[config.mk]
export PLATFORM = sky130hd
export DESIGN_NAME = multicycle_controller_flat
export DESIGN_NICKNAME = d
export VERILOG_FILES = /design/src/rtl/multicycle_controller_pkg.sv /design/src/rtl/multicycle_controller_if.sv /design/src/rtl/multicycle_controller_cond_check.sv /design/src/rtl/multicycle_controller.sv /design/src/flat_wrapper.sv
export SDC_FILE = /design/constraint.sdc
export NUM_CORES = 1
export LEC_CHECK = 0
export CORE_ASPECT_RATIO = 1.2
export CORE_MARGIN = 3
export CORE_UTILIZATION = 36
export CTS_BUF_LIST = sky130_fd_sc_hd__clkbuf_4
export CTS_CLUSTER_DIAMETER = 50
export DETAILED_ROUTE_END_ITERATION = 10
export PLACE_DENSITY_LB_ADDON = 0.05
export REMOVE_ABC_BUFFERS = 1
export SETUP_SLACK_MARGIN = 0.5
export SYNTH_ARGS = -nofsm -noshare
export SYNTH_HDL_FRONTEND = slang
export SYNTH_SLANG_ARGS = --single-unit
[constraint.sdc]
create_clock -name clk -period 6.35 [get_ports clk]
set_input_delay 1.27 -clock clk [delete_from_list [all_inputs] [get_ports clk]]
set_output_delay 1.27 -clock clk [all_outputs]
set_load 0.005 [all_outputs]
[src/rtl/multicycle_controller_pkg.sv]
// Shared types and constants for the multi-cycle ARM-style control FSM.
package multicycle_controller_pkg;

    typedef enum logic [3:0] {
        FETCH     = 4'd0,
        DECODE    = 4'd1,
        DP_EXEC   = 4'd2,
        DP_WB     = 4'd3,
        MEM_ADDR  = 4'd4,
        MEM_READ  = 4'd5,
        MEM_WB    = 4'd6,
        MEM_WRITE = 4'd7,
        BRANCH    = 4'd8
    } state_t;

    localparam logic [1:0] ALU_ADD = 2'b00;
    localparam logic [1:0] ALU_SUB = 2'b01;
    localparam logic [1:0] ALU_AND = 2'b10;
    localparam logic [1:0] ALU_ORR = 2'b11;

    localparam logic [1:0] BSEL_B     = 2'b00;
    localparam logic [1:0] BSEL_ONE   = 2'b01;
    localparam logic [1:0] BSEL_IMM12 = 2'b10;
    localparam logic [1:0] BSEL_IMM26 = 2'b11;

    localparam logic [1:0] DTI_MDR = 2'b00;
    localparam logic [1:0] DTI_ALU = 2'b01;
    localparam logic [1:0] DTI_PC  = 2'b10;

    localparam logic [1:0] IT_DP    = 2'b00;
    localparam logic [1:0] IT_MEM   = 2'b01;
    localparam logic [1:0] IT_BR    = 2'b10;
    localparam logic [1:0] IT_UNDEF = 2'b11;

    localparam logic [3:0] OP_AND = 4'b0000;
    localparam logic [3:0] OP_SUB = 4'b0010;
    localparam logic [3:0] OP_ADD = 4'b0100;
    localparam logic [3:0] OP_CMP = 4'b1010;
    localparam logic [3:0] OP_ORR = 4'b1100;

    typedef struct packed {
        logic       pc_write;
        logic       ior_d;
        logic       mem_write;
        logic       mem_read;
        logic       ir_write;
        logic       dpi;
        logic       blink;
        logic       write_reg;
        logic       alu_a_sel;
        logic       ld;
        logic       en;
        logic       pc_src;
        logic [1:0] dti;
        logic [1:0] alu_b_sel;
        logic [1:0] alu_op;
    } ctrl_t;

endpackage

[src/rtl/multicycle_controller_if.sv]
// Controller <-> datapath bundle: instruction fields and flags in, strobes and selects out.
interface multicycle_controller_if;
    logic [3:0] cond;
    logic [1:0] instType;
    logic       immBit;
    logic [3:0] opcode;
    logic       sBit;
    logic       linkBit;
    logic       ZEro, carry, negative, overflow;

    logic       pcWrite, IorD, MemWrite, MemRead, IRWrite, DPI, BLink, WriteReg;
    logic       ALUASel, ld, en, PCSrc;
    logic [1:0] DTI, ALUBSel, ALUop;

    modport master (
        input  cond, instType, immBit, opcode, sBit, linkBit,
        input  ZEro, carry, negative, overflow,
        output pcWrite, IorD, MemWrite, MemRead, IRWrite, DPI, BLink, WriteReg,
        output ALUASel, ld, en, PCSrc, DTI, ALUBSel, ALUop
    );

    modport slave (
        output cond, instType, immBit, opcode, sBit, linkBit,
        output ZEro, carry, negative, overflow,
        input  pcWrite, IorD, MemWrite, MemRead, IRWrite, DPI, BLink, WriteReg,
        input  ALUASel, ld, en, PCSrc, DTI, ALUBSel, ALUop
    );
endinterface

[src/rtl/multicycle_controller_cond_check.sv]
// Combinational ARM condition-code evaluation against the registered flags.
module multicycle_controller_cond_check (
    input  logic [3:0] cond,
    input  logic       z,
    input  logic       c,
    input  logic       n,
    input  logic       v,
    output logic       pass
);
    always_comb begin
        pass = 1'b0;
        case (cond)
            4'b0000: pass = z;
            4'b0001: pass = !z;
            4'b0010: pass = c;
            4'b0011: pass = !c;
            4'b0100: pass = n;
            4'b0101: pass = !n;
            4'b0110: pass = v;
            4'b0111: pass = !v;
            4'b1000: pass = c & !z;
            4'b1001: pass = !c | z;
            4'b1010: pass = (n == v);
            4'b1011: pass = (n != v);
            4'b1100: pass = !z & (n == v);
            4'b1101: pass = z | (n != v);
            4'b1110: pass = 1'b1;
            default: pass = 1'b0;
        endcase
    end
endmodule

[src/rtl/multicycle_controller.sv]
// Control FSM for the multi-cycle datapath: strobe decode, sequencing and retire counter.
module multicycle_controller
    import multicycle_controller_pkg::*;
#(
    parameter int RETIRE_W = 16
) (
    input  logic                    clk,
    input  logic                    rst,
    multicycle_controller_if.master bus,
    output logic [3:0]              state_o,
    output logic [RETIRE_W-1:0]     retired,
    output logic                    instrDone
);
    state_t              state_q, state_d;
    logic [RETIRE_W-1:0] retired_q, retired_d;
    ctrl_t               ctrl;
    logic                done;
    logic                cond_pass;
    logic                is_add, is_sub, is_cmp, is_and, is_orr, is_mapped, set_flags;

    multicycle_controller_cond_check u_cond_check (
        .cond (bus.cond),
        .z    (bus.ZEro),
        .c    (bus.carry),
        .n    (bus.negative),
        .v    (bus.overflow),
        .pass (cond_pass)
    );

    assign is_add    = (bus.opcode == OP_ADD);
    assign is_sub    = (bus.opcode == OP_SUB);
    assign is_cmp    = (bus.opcode == OP_CMP);
    assign is_and    = (bus.opcode == OP_AND);
    assign is_orr    = (bus.opcode == OP_ORR);
    assign is_mapped = is_add | is_sub | is_cmp | is_and | is_orr;
    assign set_flags = bus.sBit | is_cmp;

    always_comb begin
        ctrl    = '0;
        done    = 1'b0;
        state_d = FETCH;
        case (state_q)
            FETCH: begin
                ctrl.mem_read  = 1'b1;
                ctrl.ir_write  = 1'b1;
                ctrl.alu_b_sel = BSEL_ONE;
                ctrl.alu_op    = ALU_ADD;
                ctrl.pc_write  = 1'b1;
                state_d        = DECODE;
            end
            DECODE: begin
                // Branch target is computed speculatively here for BRANCH to use.
                ctrl.alu_b_sel = BSEL_IMM26;
                if (!cond_pass || bus.instType == IT_UNDEF) begin
                    done = 1'b1;
                end else if (bus.instType == IT_DP) begin
                    state_d = DP_EXEC;
                end else if (bus.instType == IT_MEM) begin
                    state_d = MEM_ADDR;
                end else begin
                    state_d = BRANCH;
                end
            end
            DP_EXEC: begin
                ctrl.alu_a_sel = 1'b1;
                ctrl.alu_b_sel = bus.immBit ? BSEL_IMM12 : BSEL_B;
                if (is_sub || is_cmp) ctrl.alu_op = ALU_SUB;
                else if (is_and)      ctrl.alu_op = ALU_AND;
                else if (is_orr)      ctrl.alu_op = ALU_ORR;
                else                  ctrl.alu_op = ALU_ADD;
                // Unmapped opcodes retire as NOPs, so they must not touch the flags either.
                ctrl.ld = set_flags & is_mapped;
                ctrl.en = set_flags & (is_add | is_sub | is_cmp);
                if (is_cmp || !is_mapped) done = 1'b1;
                else                      state_d = DP_WB;
            end
            DP_WB: begin
                ctrl.write_reg = 1'b1;
                ctrl.dti       = DTI_ALU;
                done           = 1'b1;
            end
            MEM_ADDR: begin
                ctrl.alu_a_sel = 1'b1;
                ctrl.alu_b_sel = BSEL_IMM12;
                ctrl.alu_op    = ALU_ADD;
                ctrl.dpi       = !bus.sBit;
                state_d        = bus.sBit ? MEM_READ : MEM_WRITE;
            end
            MEM_READ: begin
                ctrl.ior_d    = 1'b1;
                ctrl.mem_read = 1'b1;
                state_d       = MEM_WB;
            end
            MEM_WB: begin
                ctrl.write_reg = 1'b1;
                ctrl.dti       = DTI_MDR;
                done           = 1'b1;
            end
            MEM_WRITE: begin
                ctrl.ior_d     = 1'b1;
                ctrl.mem_write = 1'b1;
                ctrl.dpi       = 1'b1;
                done           = 1'b1;
            end
            BRANCH: begin
                ctrl.pc_write = 1'b1;
                ctrl.pc_src   = 1'b1;
                if (bus.linkBit) begin
                    ctrl.write_reg = 1'b1;
                    ctrl.blink     = 1'b1;
                    ctrl.dti       = DTI_PC;
                end
                done = 1'b1;
            end
            default: state_d = FETCH;
        endcase
        // Reset silences everything immediately, even mid-instruction.
        if (!rst) begin
            ctrl = '0;
            done = 1'b0;
        end
    end

    assign retired_d = retired_q + RETIRE_W'(done);

    always_ff @(posedge clk) begin
        if (!rst) begin
            state_q   <= FETCH;
            retired_q <= '0;
        end else begin
            state_q   <= state_d;
            retired_q <= retired_d;
        end
    end

    assign bus.pcWrite  = ctrl.pc_write;
    assign bus.IorD     = ctrl.ior_d;
    assign bus.MemWrite = ctrl.mem_write;
    assign bus.MemRead  = ctrl.mem_read;
    assign bus.IRWrite  = ctrl.ir_write;
    assign bus.DPI      = ctrl.dpi;
    assign bus.BLink    = ctrl.blink;
    assign bus.WriteReg = ctrl.write_reg;
    assign bus.ALUASel  = ctrl.alu_a_sel;
    assign bus.ld       = ctrl.ld;
    assign bus.en       = ctrl.en;
    assign bus.PCSrc    = ctrl.pc_src;
    assign bus.DTI      = ctrl.dti;
    assign bus.ALUBSel  = ctrl.alu_b_sel;
    assign bus.ALUop    = ctrl.alu_op;

    assign state_o   = rst ? state_q : 4'd0;
    assign retired   = rst ? retired_q : '0;
    assign instrDone = done;
endmodule

[src/flat_wrapper.sv]
// flat-port wrapper written by rule: the top's interface ports become plain ports
module multicycle_controller_flat import multicycle_controller_pkg::*;
#(
    parameter int RETIRE_W = 16
)
  (clk, rst, state_o, retired, instrDone, bus_cond, bus_instType, bus_immBit, bus_opcode, bus_sBit, bus_linkBit, bus_ZEro, bus_carry, bus_negative, bus_overflow, bus_pcWrite, bus_IorD, bus_MemWrite, bus_MemRead, bus_IRWrite, bus_DPI, bus_BLink, bus_WriteReg, bus_ALUASel, bus_ld, bus_en, bus_PCSrc, bus_DTI, bus_ALUBSel, bus_ALUop);
  multicycle_controller_if bus_i ();
  input  logic clk;
  input  logic rst;
  output logic [3:0] state_o;
  output logic [RETIRE_W-1:0] retired;
  output logic instrDone;
  input wire logic [$bits(bus_i.cond)-1:0] bus_cond;
  input wire logic [$bits(bus_i.instType)-1:0] bus_instType;
  input wire logic [$bits(bus_i.immBit)-1:0] bus_immBit;
  input wire logic [$bits(bus_i.opcode)-1:0] bus_opcode;
  input wire logic [$bits(bus_i.sBit)-1:0] bus_sBit;
  input wire logic [$bits(bus_i.linkBit)-1:0] bus_linkBit;
  input wire logic [$bits(bus_i.ZEro)-1:0] bus_ZEro;
  input wire logic [$bits(bus_i.carry)-1:0] bus_carry;
  input wire logic [$bits(bus_i.negative)-1:0] bus_negative;
  input wire logic [$bits(bus_i.overflow)-1:0] bus_overflow;
  output wire logic [$bits(bus_i.pcWrite)-1:0] bus_pcWrite;
  output wire logic [$bits(bus_i.IorD)-1:0] bus_IorD;
  output wire logic [$bits(bus_i.MemWrite)-1:0] bus_MemWrite;
  output wire logic [$bits(bus_i.MemRead)-1:0] bus_MemRead;
  output wire logic [$bits(bus_i.IRWrite)-1:0] bus_IRWrite;
  output wire logic [$bits(bus_i.DPI)-1:0] bus_DPI;
  output wire logic [$bits(bus_i.BLink)-1:0] bus_BLink;
  output wire logic [$bits(bus_i.WriteReg)-1:0] bus_WriteReg;
  output wire logic [$bits(bus_i.ALUASel)-1:0] bus_ALUASel;
  output wire logic [$bits(bus_i.ld)-1:0] bus_ld;
  output wire logic [$bits(bus_i.en)-1:0] bus_en;
  output wire logic [$bits(bus_i.PCSrc)-1:0] bus_PCSrc;
  output wire logic [$bits(bus_i.DTI)-1:0] bus_DTI;
  output wire logic [$bits(bus_i.ALUBSel)-1:0] bus_ALUBSel;
  output wire logic [$bits(bus_i.ALUop)-1:0] bus_ALUop;
  assign bus_i.cond = bus_cond;
  assign bus_i.instType = bus_instType;
  assign bus_i.immBit = bus_immBit;
  assign bus_i.opcode = bus_opcode;
  assign bus_i.sBit = bus_sBit;
  assign bus_i.linkBit = bus_linkBit;
  assign bus_i.ZEro = bus_ZEro;
  assign bus_i.carry = bus_carry;
  assign bus_i.negative = bus_negative;
  assign bus_i.overflow = bus_overflow;
  assign bus_pcWrite = bus_i.pcWrite;
  assign bus_IorD = bus_i.IorD;
  assign bus_MemWrite = bus_i.MemWrite;
  assign bus_MemRead = bus_i.MemRead;
  assign bus_IRWrite = bus_i.IRWrite;
  assign bus_DPI = bus_i.DPI;
  assign bus_BLink = bus_i.BLink;
  assign bus_WriteReg = bus_i.WriteReg;
  assign bus_ALUASel = bus_i.ALUASel;
  assign bus_ld = bus_i.ld;
  assign bus_en = bus_i.en;
  assign bus_PCSrc = bus_i.PCSrc;
  assign bus_DTI = bus_i.DTI;
  assign bus_ALUBSel = bus_i.ALUBSel;
  assign bus_ALUop = bus_i.ALUop;
  multicycle_controller #(.RETIRE_W(RETIRE_W)) u_core (.clk(clk), .rst(rst), .bus(bus_i), .state_o(state_o), .retired(retired), .instrDone(instrDone));
endmodule
==> impl_metrics.csv, run 1 <==
group,metric,value,unit
synth,synth_area_leaders,"dfxtp_1 (25%), and2_1 (12%), xnor2_1 (4.9%)",
power_and_ir_drop,vdd_drop_max,0.0000526,V
route,finalWirelength,3600,um
clock_network,cts.repair.resized,0,
clock_network,cts_setup_buffers,0,
floorplanning,die_x,67.0,um
synth,synthDistinctLibCells,48,
route,vias_per_cell,4.94,
synth,synthFlopType,"dfxtp_1",
clock_network,numCtsBuffers,3,
setup_path,arrival,3660,ps
grt,grt_pass1_vias,1413,
route,num_vias,1546,
clock_network,clk_path_buf_depth,2,
timing,post-route-min-period,4930,ps
clock_network,cts-hold-fix-buffers,0,
setup_path,path_max_fanout,13,
clock_network,cts_tree,"done",
power_and_ir_drop,powerDensity,117,mW/mm^2
timing,finalHoldViolations,0,
final_layout,nNetsFinal,279,
synth,ys_seq_elements,20,
floorplanning,fp-row-count,26,
synth,yosysSeqAreaShare,24.9,%
synth,syn_area,0.00161,mm^2
clock_network,path_clk_slew,110,ps
placed_design,io_buffer_count,57,
grt,gr-total-overflow,0,
min_path,worstHoldPathType,"register to register",
synth,yosysTopAreaCell,"dfxtp_1",
power_and_ir_drop,internal_power,0.000186,W
setup_path,cp-end-kind,"primary output",
final_layout,final_layout_size_suffix_gt1_share,4.67,%
synth,netlist_instances,210,
timing,fin_ws,1420,ps
synth,async_flop_share,0,%
timing,worst_pin_slew,590,ps
final_layout,fin_cells,313,
final_layout,design_area,0.00218,mm^2
power_and_ir_drop,finalPower,0.000256,W
power_and_ir_drop,p_leak,0.785,nW
final_layout,diodes,0,
floorplanning,initial_core_util,37.4,%
floorplanning,fp.dieH,79.2,um
placed_design,gp_congestion,0.777,
route,antenna_left,0,
timing,clock_skew,7.41,ps
floorplanning,die_area,0.00531,mm^2
final_layout,fillCellCount,452,
setup_path,worst-setup-path-type,"input port to primary output",
power_and_ir_drop,pwr-share-comb,24.3,%
final_layout,seqCellArea,400,um^2
route,wl_per_cell,11.5,um
clock_network,clock-root-buffer,"clkbuf_4",
clock_network,cts_max_level,1,
route,dr.pass1.iters,4,
grt,antenna_found_initial,0,
clock_network,worstSkewPairLatency,300,ps
power_and_ir_drop,power.share.switching,27.5,%
placed_design,dp_cells,309,
synth,synth_enable_flop_cells,0,
power_and_ir_drop,seqPwrFrac,51.7,%
clock_network,cts.sinks,20,
run_status,status,"complete, no violations",
timing,rsz0062_at_grt,"false",
synth,ys_warn_count,0,
route,drtIter0Drc,66,
timing,fin_crit_sh,77.6,%
timing,setup_tns,0,ps
timing,drv_slew,0,
grt,gr-usage-all-layers,14.4,%
final_layout,area_growth,35.6,%
power_and_ir_drop,power.switching,0.0000703,W
placed_design,dp_hpwl,2770,um
floorplanning,ios,58,
floorplanning,core_area,0.00429,mm^2
synth,synth_top_area_share,24.9,%
timing,setup_violations,0,
final_layout,multiInputGateArea,0.00109,mm^2
job,cap_violations,0,
timing,timing.fmax,203,MHz
grt,grt_pass1_wl,6210,um
timing,maxSlewHeadroom,60.6,%
placed_design,preCtsSetupSlack,1450,ps
route,drc_errors,0,
setup_path,cp.required,5080,ps
placed_design,place_area,0.00215,mm^2
setup_path,start_kind,"input port",
grt,grt_max_degree,25,
power_and_ir_drop,p_clk_share,24.1,%
synth,syn_avg_cell_area,7.66,um^2
## metal layers
layer  vias up  track usage (%)  share of wire (%)
li1        821                -                  -
met1       692             18.6                 46
met2        31             24.5                 50
met3         2            0.990                3.2
met4         0             5.48                1.0
met5         -                0                  0
## cells in the mapped netlist, types with 2 or more instances
library cell  instances
and2_1               32
dfxtp_1              20
nor2_1               16
nand2_1              14
nand3_1               9
nor2b_1               9
xnor2_1               9
clkbuf_1              8
nor3_1                7
xor2_1                7
a21oi_1               6
o21ai_0               6
and3_1                4
inv_1                 4
nand2b_1              4
nand3b_1              4
nor4_1                4
or3_1                 4
and4_1                3
buf_4                 3
o22ai_1               3
a21boi_1              2
a31oi_1               2
buf_6                 2
clkbuf_8              2
ha_1                  2
nand4b_1              2
or2b_2                2
## per-stage QoR
step / hold slack (ps) / util [%]
global placement: 482 / 50.1
floorplan: 461 / -
detailed placement: 491 / 50.1
finish: 502 / 50.8
global route: 545 / 50.8
CTS: 509 / 50.8
## worst max-delay path: stages
cell and delay [ps]:
clkdlybuf4s50_1 630, or3b_2 290, o21ai_0 60, a2111oi_0 420
and3_1 300, a22o_1 180, clkdlybuf4s50_1 500
## kinds of logic (layout without fill, tap and decap cells)
kind of cell	after synthesis	in the layout	share of synthesized area [%]
and+or+nand+nor	122	122	44.0
AOI/OAI and AO/OA	29	29	12.1
DFF	20	20	24.9
buffers and inverters	19	66	7.32
xor gates and xnor gates	16	16	8.72
adders and majority gates	2	2	1.56
muxes	2	2	1.32
## power groups by stage
| stage | Sequential (W) | Combinational, W | Clock (W) |
|---|---|---|---|
| finish | 0.000132 | 0.0000621 | 0.0000615 |
| global placement | 0.000135 | 0.0000627 | 0 |
| detailed placement | 0.000135 | 0.0000628 | 0 |
| global route | 0.000133 | 0.0000698 | 0.0000711 |
| floorplan | 0.000134 | 0.0000279 | 0 |
| CTS | 0.000132 | 0.0000631 | 0.0000661 |
## cell type report
cell class | count | share of cell area, %
multi-input combinational | 171 | 50.0
clock buffer | 3 | 1.03
sequential | 20 | 18.4
timing repair buffer | 58 | 26.5
inverter | 4 | 0.689
clock inverter | 1 | 0.172
tap | 56 | 3.21
## placed cells by master (no fill, tap or decap), types with 3 or more instances in the layout
| cell type | count |
|---|---|
| a21oi_1 | 6 |
| and2_1 | 32 |
| and3_1 | 4 |
| and4_1 | 3 |
| clkbuf_4 | 3 |
| clkdlybuf4s50_1 | 57 |
| dfxtp_1 | 20 |
| inv_1 | 4 |
| nand2_1 | 14 |
| nand2b_1 | 4 |
| nand3_1 | 9 |
| nand3b_1 | 4 |
| nor2_1 | 16 |
| nor2b_1 | 9 |
| nor3_1 | 7 |
| nor4_1 | 4 |
| o21ai_0 | 6 |
| o22ai_1 | 3 |
| or3_1 | 4 |
| xnor2_1 | 9 |
| xor2_1 | 7 |
## worst paths after layout
check        slack, ps                    to  cells past startpoint                  from
max               1420             instrDone                      7           bus_cond[0]
min                500  u_core.retired_q[12]                      2  u_core.retired_q[12]
max reg2reg       3700   u_core.retired_q[8]                     11     u_core.state_q[2]
min reg2reg        500  u_core.retired_q[12]                      2  u_core.retired_q[12]
## sequential cells by signal, indices dropped and copies added (netlist names)
| signal | cells |
|---|---|
| u_core.state_q | 4 |
| u_core.retired_q | 16 |
No activity file was read; power rests on OpenSTA's default activity.
==> run 2: changes to the inputs <==
- clock period: 6.35 -> 5.15 ns (I/O delays scaled with it)
==> run 2 against run 1 <==
- die area is the same
- sequential power up 23%
- via count is the same
- clock power increased by 110%
- cell area rose by 1.5%
- clock skew up 5.8 ps
- utilization rose by 0.79 points
- critical endpoint unchanged
- largest cell class unchanged
==> impl_metrics.csv, run 2 (synthesis gave the netlist of run 1 again) <==
group,metric,value,unit
final_layout,diodes,0,
setup_path,start_kind,"input port",
grt,gr-total-overflow,0,
timing,worst_pin_slew,570,ps
job,cap_violations,0,
timing,setup_violations,0,
clock_network,path_clk_slew,110,ps
clock_network,cts_tree,"done",
grt,grt_pass1_wl,6330,um
route,finalWirelength,3650,um
min_path,worstHoldPathType,"register to register",
grt,gr-usage-all-layers,14.5,%
power_and_ir_drop,power.share.switching,24.6,%
route,dr_wl_met2,1830,um
power_and_ir_drop,internal_power,0.000280,W
floorplanning,die_area,0.00531,mm^2
power_and_ir_drop,power.switching,0.0000911,W
power_and_ir_drop,pwr-share-comb,20.8,%
final_layout,seqCellArea,400,um^2
floorplanning,ios,58,
final_layout,multiInputGateArea,0.00109,mm^2
final_layout,fillCellCount,458,
placed_design,gp_congestion,0.796,
route,drtIter0Drc,72,
final_layout,layout_commonest_cell,"clkdlybuf4s50_1",
final_layout,largest-register,"u_core.retired_q",
clock_network,cts.repair.resized,0,
power_and_ir_drop,p_clk_share,35.2,%
setup_path,arrival,3350,ps
clock_network,clk_path_buf_depth,2,
timing,rsz0062_at_grt,"false",
final_layout,largest_register_ffs,16,
floorplanning,initial_core_util,37.4,%
final_layout,final_layout_size_suffix_gt1_share,5.43,%
final_layout,layout_common_cells,"clkdlybuf4s50_1 (57), and2_1 (32), dfxtp_1 (20), nor2_1 (16), nand2_1 (14)",
timing,finalHoldViolations,0,
setup_path,cp-end-kind,"primary output",
route,drc_errors,0,
clock_network,cts-hold-fix-buffers,0,
run_status,status,"complete, no violations",
clock_network,cts_max_level,1,
route,met1_length,1670,um
route,antenna_left,0,
floorplanning,die_x,67.0,um
final_layout,nNetsFinal,280,
setup_path,worst-setup-path-type,"input port to primary output",
timing,setup_tns,0,ps
route,wl_per_cell,11.6,um
placed_design,io_buffer_count,57,
timing,fin_crit_sh,85.0,%
route,dr.pass1.iters,4,
power_and_ir_drop,powerDensity,168,mW/mm^2
floorplanning,fp.dieH,79.2,um
setup_path,cp.required,4120,ps
grt,antenna_found_initial,0,
route,routed.top_layer,"met4",
floorplanning,fp-row-count,26,
route,dr_wl_met3,117,um
clock_network,cts_setup_buffers,0,
power_and_ir_drop,p_leak,0.802,nW
final_layout,largestRegisters,"u_core.retired_q x16, u_core.state_q x4",
floorplanning,core_area,0.00429,mm^2
placed_design,dp_hpwl,2810,um
power_and_ir_drop,vdd_drop_max,0.0000879,V
final_layout,area_growth,37.7,%
timing,drv_slew,0,
setup_path,startpoint,"bus_cond[0]",
timing,maxSlewHeadroom,61.9,%
grt,grt_pass1_vias,1457,
timing,timing.fmax,228,MHz
route,num_vias,1546,
power_and_ir_drop,seqPwrFrac,44.0,%
clock_network,clock-root-buffer,"clkbuf_4",
grt,grt_max_degree,26,
timing,clock_skew,13.2,ps
min_path,hp-start,"u_core.retired_q[12]",
final_layout,post-route-util,51.5,%
route,vias_per_cell,4.92,
clock_network,cts.sinks,20,
clock_network,numCtsBuffers,3,
setup_path,path_max_fanout,13,
timing,post-route-min-period,4380,ps
setup_path,r2r_start,"u_core.state_q[2]",
clock_network,worstSkewPairLatency,300,ps
[run 2: worst paths after layout]
path / endpoint / slack, ps / cells after the start
hold / removal: u_core.retired_q[12] / 510 / 2
setup / recovery: instrDone / 770 / 7
hold reg to reg: u_core.retired_q[12] / 510 / 2
setup reg to reg: u_core.retired_q[12] / 2480 / 11
[run 2: cell type report]
type,count,share of cell area [%]
Clock buffer,3,1.02
Sequential cell,20,18.1
Clock inverter,1,1.36
Multi-Input combinational cell,171,49.2
Timing Repair Buffer,59,26.5
Inverter,4,0.678
Tap cell,56,3.17
[run 2: stage by stage]
| step | cell area (um^2) | instances | worst slack, ps | power, W | hold slack (ps) |
|---|---|---|---|---|---|
| floorplan | 1510 | 195 | 1830 | 0.000199 | 461 |
| global placement | 2160 | 310 | 765 | 0.000245 | 483 |
| detailed placement | 2160 | 310 | 747 | 0.000245 | 492 |
| CTS | 2210 | 314 | 739 | 0.000375 | 509 |
| global route | 2210 | 314 | 524 | 0.000389 | 552 |
| finish | 2210 | 314 | 773 | 0.000371 | 505 |
[run 2: power groups by stage]
stage	combinational, W	sequential (W)	clock (W)
floorplan	0.0000344	0.000165	0
global placement	0.0000782	0.000167	0
detailed placement	0.0000781	0.000167	0
CTS	0.0000785	0.000163	0.000133
global route	0.0000859	0.000164	0.000139
finish	0.0000773	0.000163	0.000130
[run 2: worst max-delay path, stage by stage]
cell and delay, ps:
clkdlybuf4s50_1 710, xnor2_1 170, o21ai_0 90, a2111oi_0 380
and3_1 290, a22o_1 180, clkdlybuf4s50_1 500
[run 2: layer usage]
layer / track usage (%) / vias to the layer above
li1: - / 819
met1: 17.9 / 691
met2: 26.1 / 34
met3: 1.41 / 2
met4: 4.06 / 0
met5: 0 / -
==> run 3: changes to the inputs <==
- clock period: 5.15 -> 4.25 ns (I/O delays scaled with it)
==> run 3 against run 2 <==
- die area unchanged
- combinational power is 23% higher
- sequential share of layout area decreased by 0.092 points
- critical path depth stayed put
- clock skew shrank 12 ps
==> impl_metrics.csv, run 3 (synthesis gave the netlist of run 1 again) <==
group,metric,value,unit
run_status,status,"complete, no violations",
final_layout,diodes,0,
clock_network,numCtsBuffers,3,
final_layout,area_growth,38.4,%
power_and_ir_drop,vdd_drop_max,0.000111,V
placed_design,gp_congestion,0.749,
floorplanning,fp.dieH,79.2,um
route,dr.pass1.iters,4,
final_layout,layout_commonest_cell,"clkdlybuf4s50_1",
grt,gr-total-overflow,0,
placed_design,io_buffer_count,57,
setup_path,crit_family,"buffers and inverters",
clock_network,worstSkewPairLatency,300,ps
route,vias_per_cell,4.99,
setup_path,path_max_fanout,5,
power_and_ir_drop,p_leak,0.842,nW
route,num_vias,1582,
clock_network,clk_path_buf_depth,2,
grt,grt_pass1_vias,1474,
floorplanning,fp-row-count,26,
job,cap_violations,0,
power_and_ir_drop,powerDensity,201,mW/mm^2
clock_network,cts_max_level,1,
timing,post-route-min-period,3610,ps
timing,maxSlewHeadroom,60.5,%
timing,drv_slew,0,
route,drtIter0Drc,50,
setup_path,cpPeakStageDelay,500,ps
route,finalWirelength,3660,um
route,antenna_left,0,
timing,setup_tns,0,ps
setup_path,cp-end-kind,"primary output",
setup_path,arrival,2760,ps
setup_path,cp_slowest_cell,"or4b_1",
floorplanning,core_area,0.00429,mm^2
floorplanning,die_area,0.00531,mm^2
timing,rsz0062_at_grt,"false",
final_layout,largest_register_ffs,16,
setup_path,cp.required,3400,ps
floorplanning,ios,58,
timing,setup_violations,0,
timing,fin_crit_sh,84.8,%
power_and_ir_drop,finalPower,0.000448,W
min_path,worstHoldPathType,"register to register",
route,drc_errors,0,
setup_path,worst-setup-path-type,"input port to primary output",
setup_path,path_cells,"dlygate4sd2_1, or4b_1, a311oi_1, a2111oi_0, and3_1, a22o_1, clkdlybuf4s50_1",
clock_network,cts_tree,"done",
grt,gr-usage-all-layers,14.8,%
grt,grt_pass1_wl,6460,um
final_layout,largestRegisters,"u_core.retired_q x16, u_core.state_q x4",
final_layout,nNetsFinal,283,
clock_network,clock-root-buffer,"clkbuf_4",
timing,timing.fmax,277,MHz
final_layout,final_layout_size_suffix_gt1_share,7.28,%
timing,worst_pin_slew,591,ps
floorplanning,die_x,67.0,um
timing,finalHoldViolations,0,
final_layout,largest-register,"u_core.retired_q",
clock_network,path_clk_slew,120,ps
grt,grt_max_degree,18,
setup_path,cp_num_buf_inv,2,
timing,clock_skew,1.67,ps
route,wl_per_cell,11.5,um
setup_path,start_kind,"input port",
final_layout,layout_common_cells,"clkdlybuf4s50_1 (48), and2_1 (32), dfxtp_1 (20), nor2_1 (16), nand2_1 (14)",
placed_design,dp_hpwl,2830,um
clock_network,cts.sinks,20,
grt,antenna_found_initial,0,
floorplanning,initial_core_util,37.4,%
-- run 3: cell count changes in the layout (fill, tap and decap cells not counted) --
cell	delta
clkbuf_2	+2
dlymetal6s2s_1	+2
clkdlybuf4s50_1	-9
dlygate4sd2_1	+5
buf_4	+3
-- run 3: power by group --
group / leakage, nW / total (W) / internal, W / switching, W
sequential: 0.162 / 0.000198 / 0.000191 / 0.00000705
clock: 0.0279 / 0.000155 / 0.0000952 / 0.0000596
combinational: 0.652 / 0.0000953 / 0.0000539 / 0.0000414
-- run 3: worst reg2reg max path, delay by kind of cell, from the launching register on --
kind,cells,cell delay (ps)
AND/OR/NAND/NOR,6,1010
flip-flops,1,720
adder cells (fa/ha/maj),2,370
AO/OA/AOI/OAI,3,520
-- run 3: cell type report --
class                      instances  area (um^2)
tap                               56         70.1
sequential                        20          400
multi-input combinational        171         1090
inverter                           4         15.0
clock inverter                     1         30.0
timing repair buffer              62          597
fill                             419         2070
clock buffer                       3         22.5
-- run 3: timing repair --
action / CTS / global route
endpoints found under the hold margin: 0 / 0
hold buffers: 0 / 0
gates resized for setup: 7 / 6
pin swaps: 2 / 1
setup endpoints to repair: 1 / 1
buffers inserted: 1 / 1
cloned: 0 / 0
-- run 3: stage by stage --
step,instances,cell area [um^2],hold WS [ps],utilization (%),worst slack (ps)
after CTS,316,2220,509,51.7,523
after global placement,311,2170,485,50.5,230
final,317,2220,509,51.8,645
after floorplan,195,1510,461,-,1110
after global routing,317,2220,549,51.8,528
after detailed placement,311,2170,493,50.5,232
-- run 3: path summary, 6_finish.rpt --
kind	slack, ps	cells after the start	from	to
max	640	7	bus_negative	instrDone
min	510	2	u_core.retired_q[12]	u_core.retired_q[12]
max reg2reg	1590	11	u_core.state_q[2]	u_core.retired_q[12]
min reg2reg	510	2	u_core.retired_q[12]	u_core.retired_q[12]
-- run 3: routing by layer --
metal / GRT usage, % / wire (um)
met5: 0 / 0
met3: 1.98 / 146
met1: 17.2 / 1530
met4: 5.27 / 51
met2: 26.9 / 1930
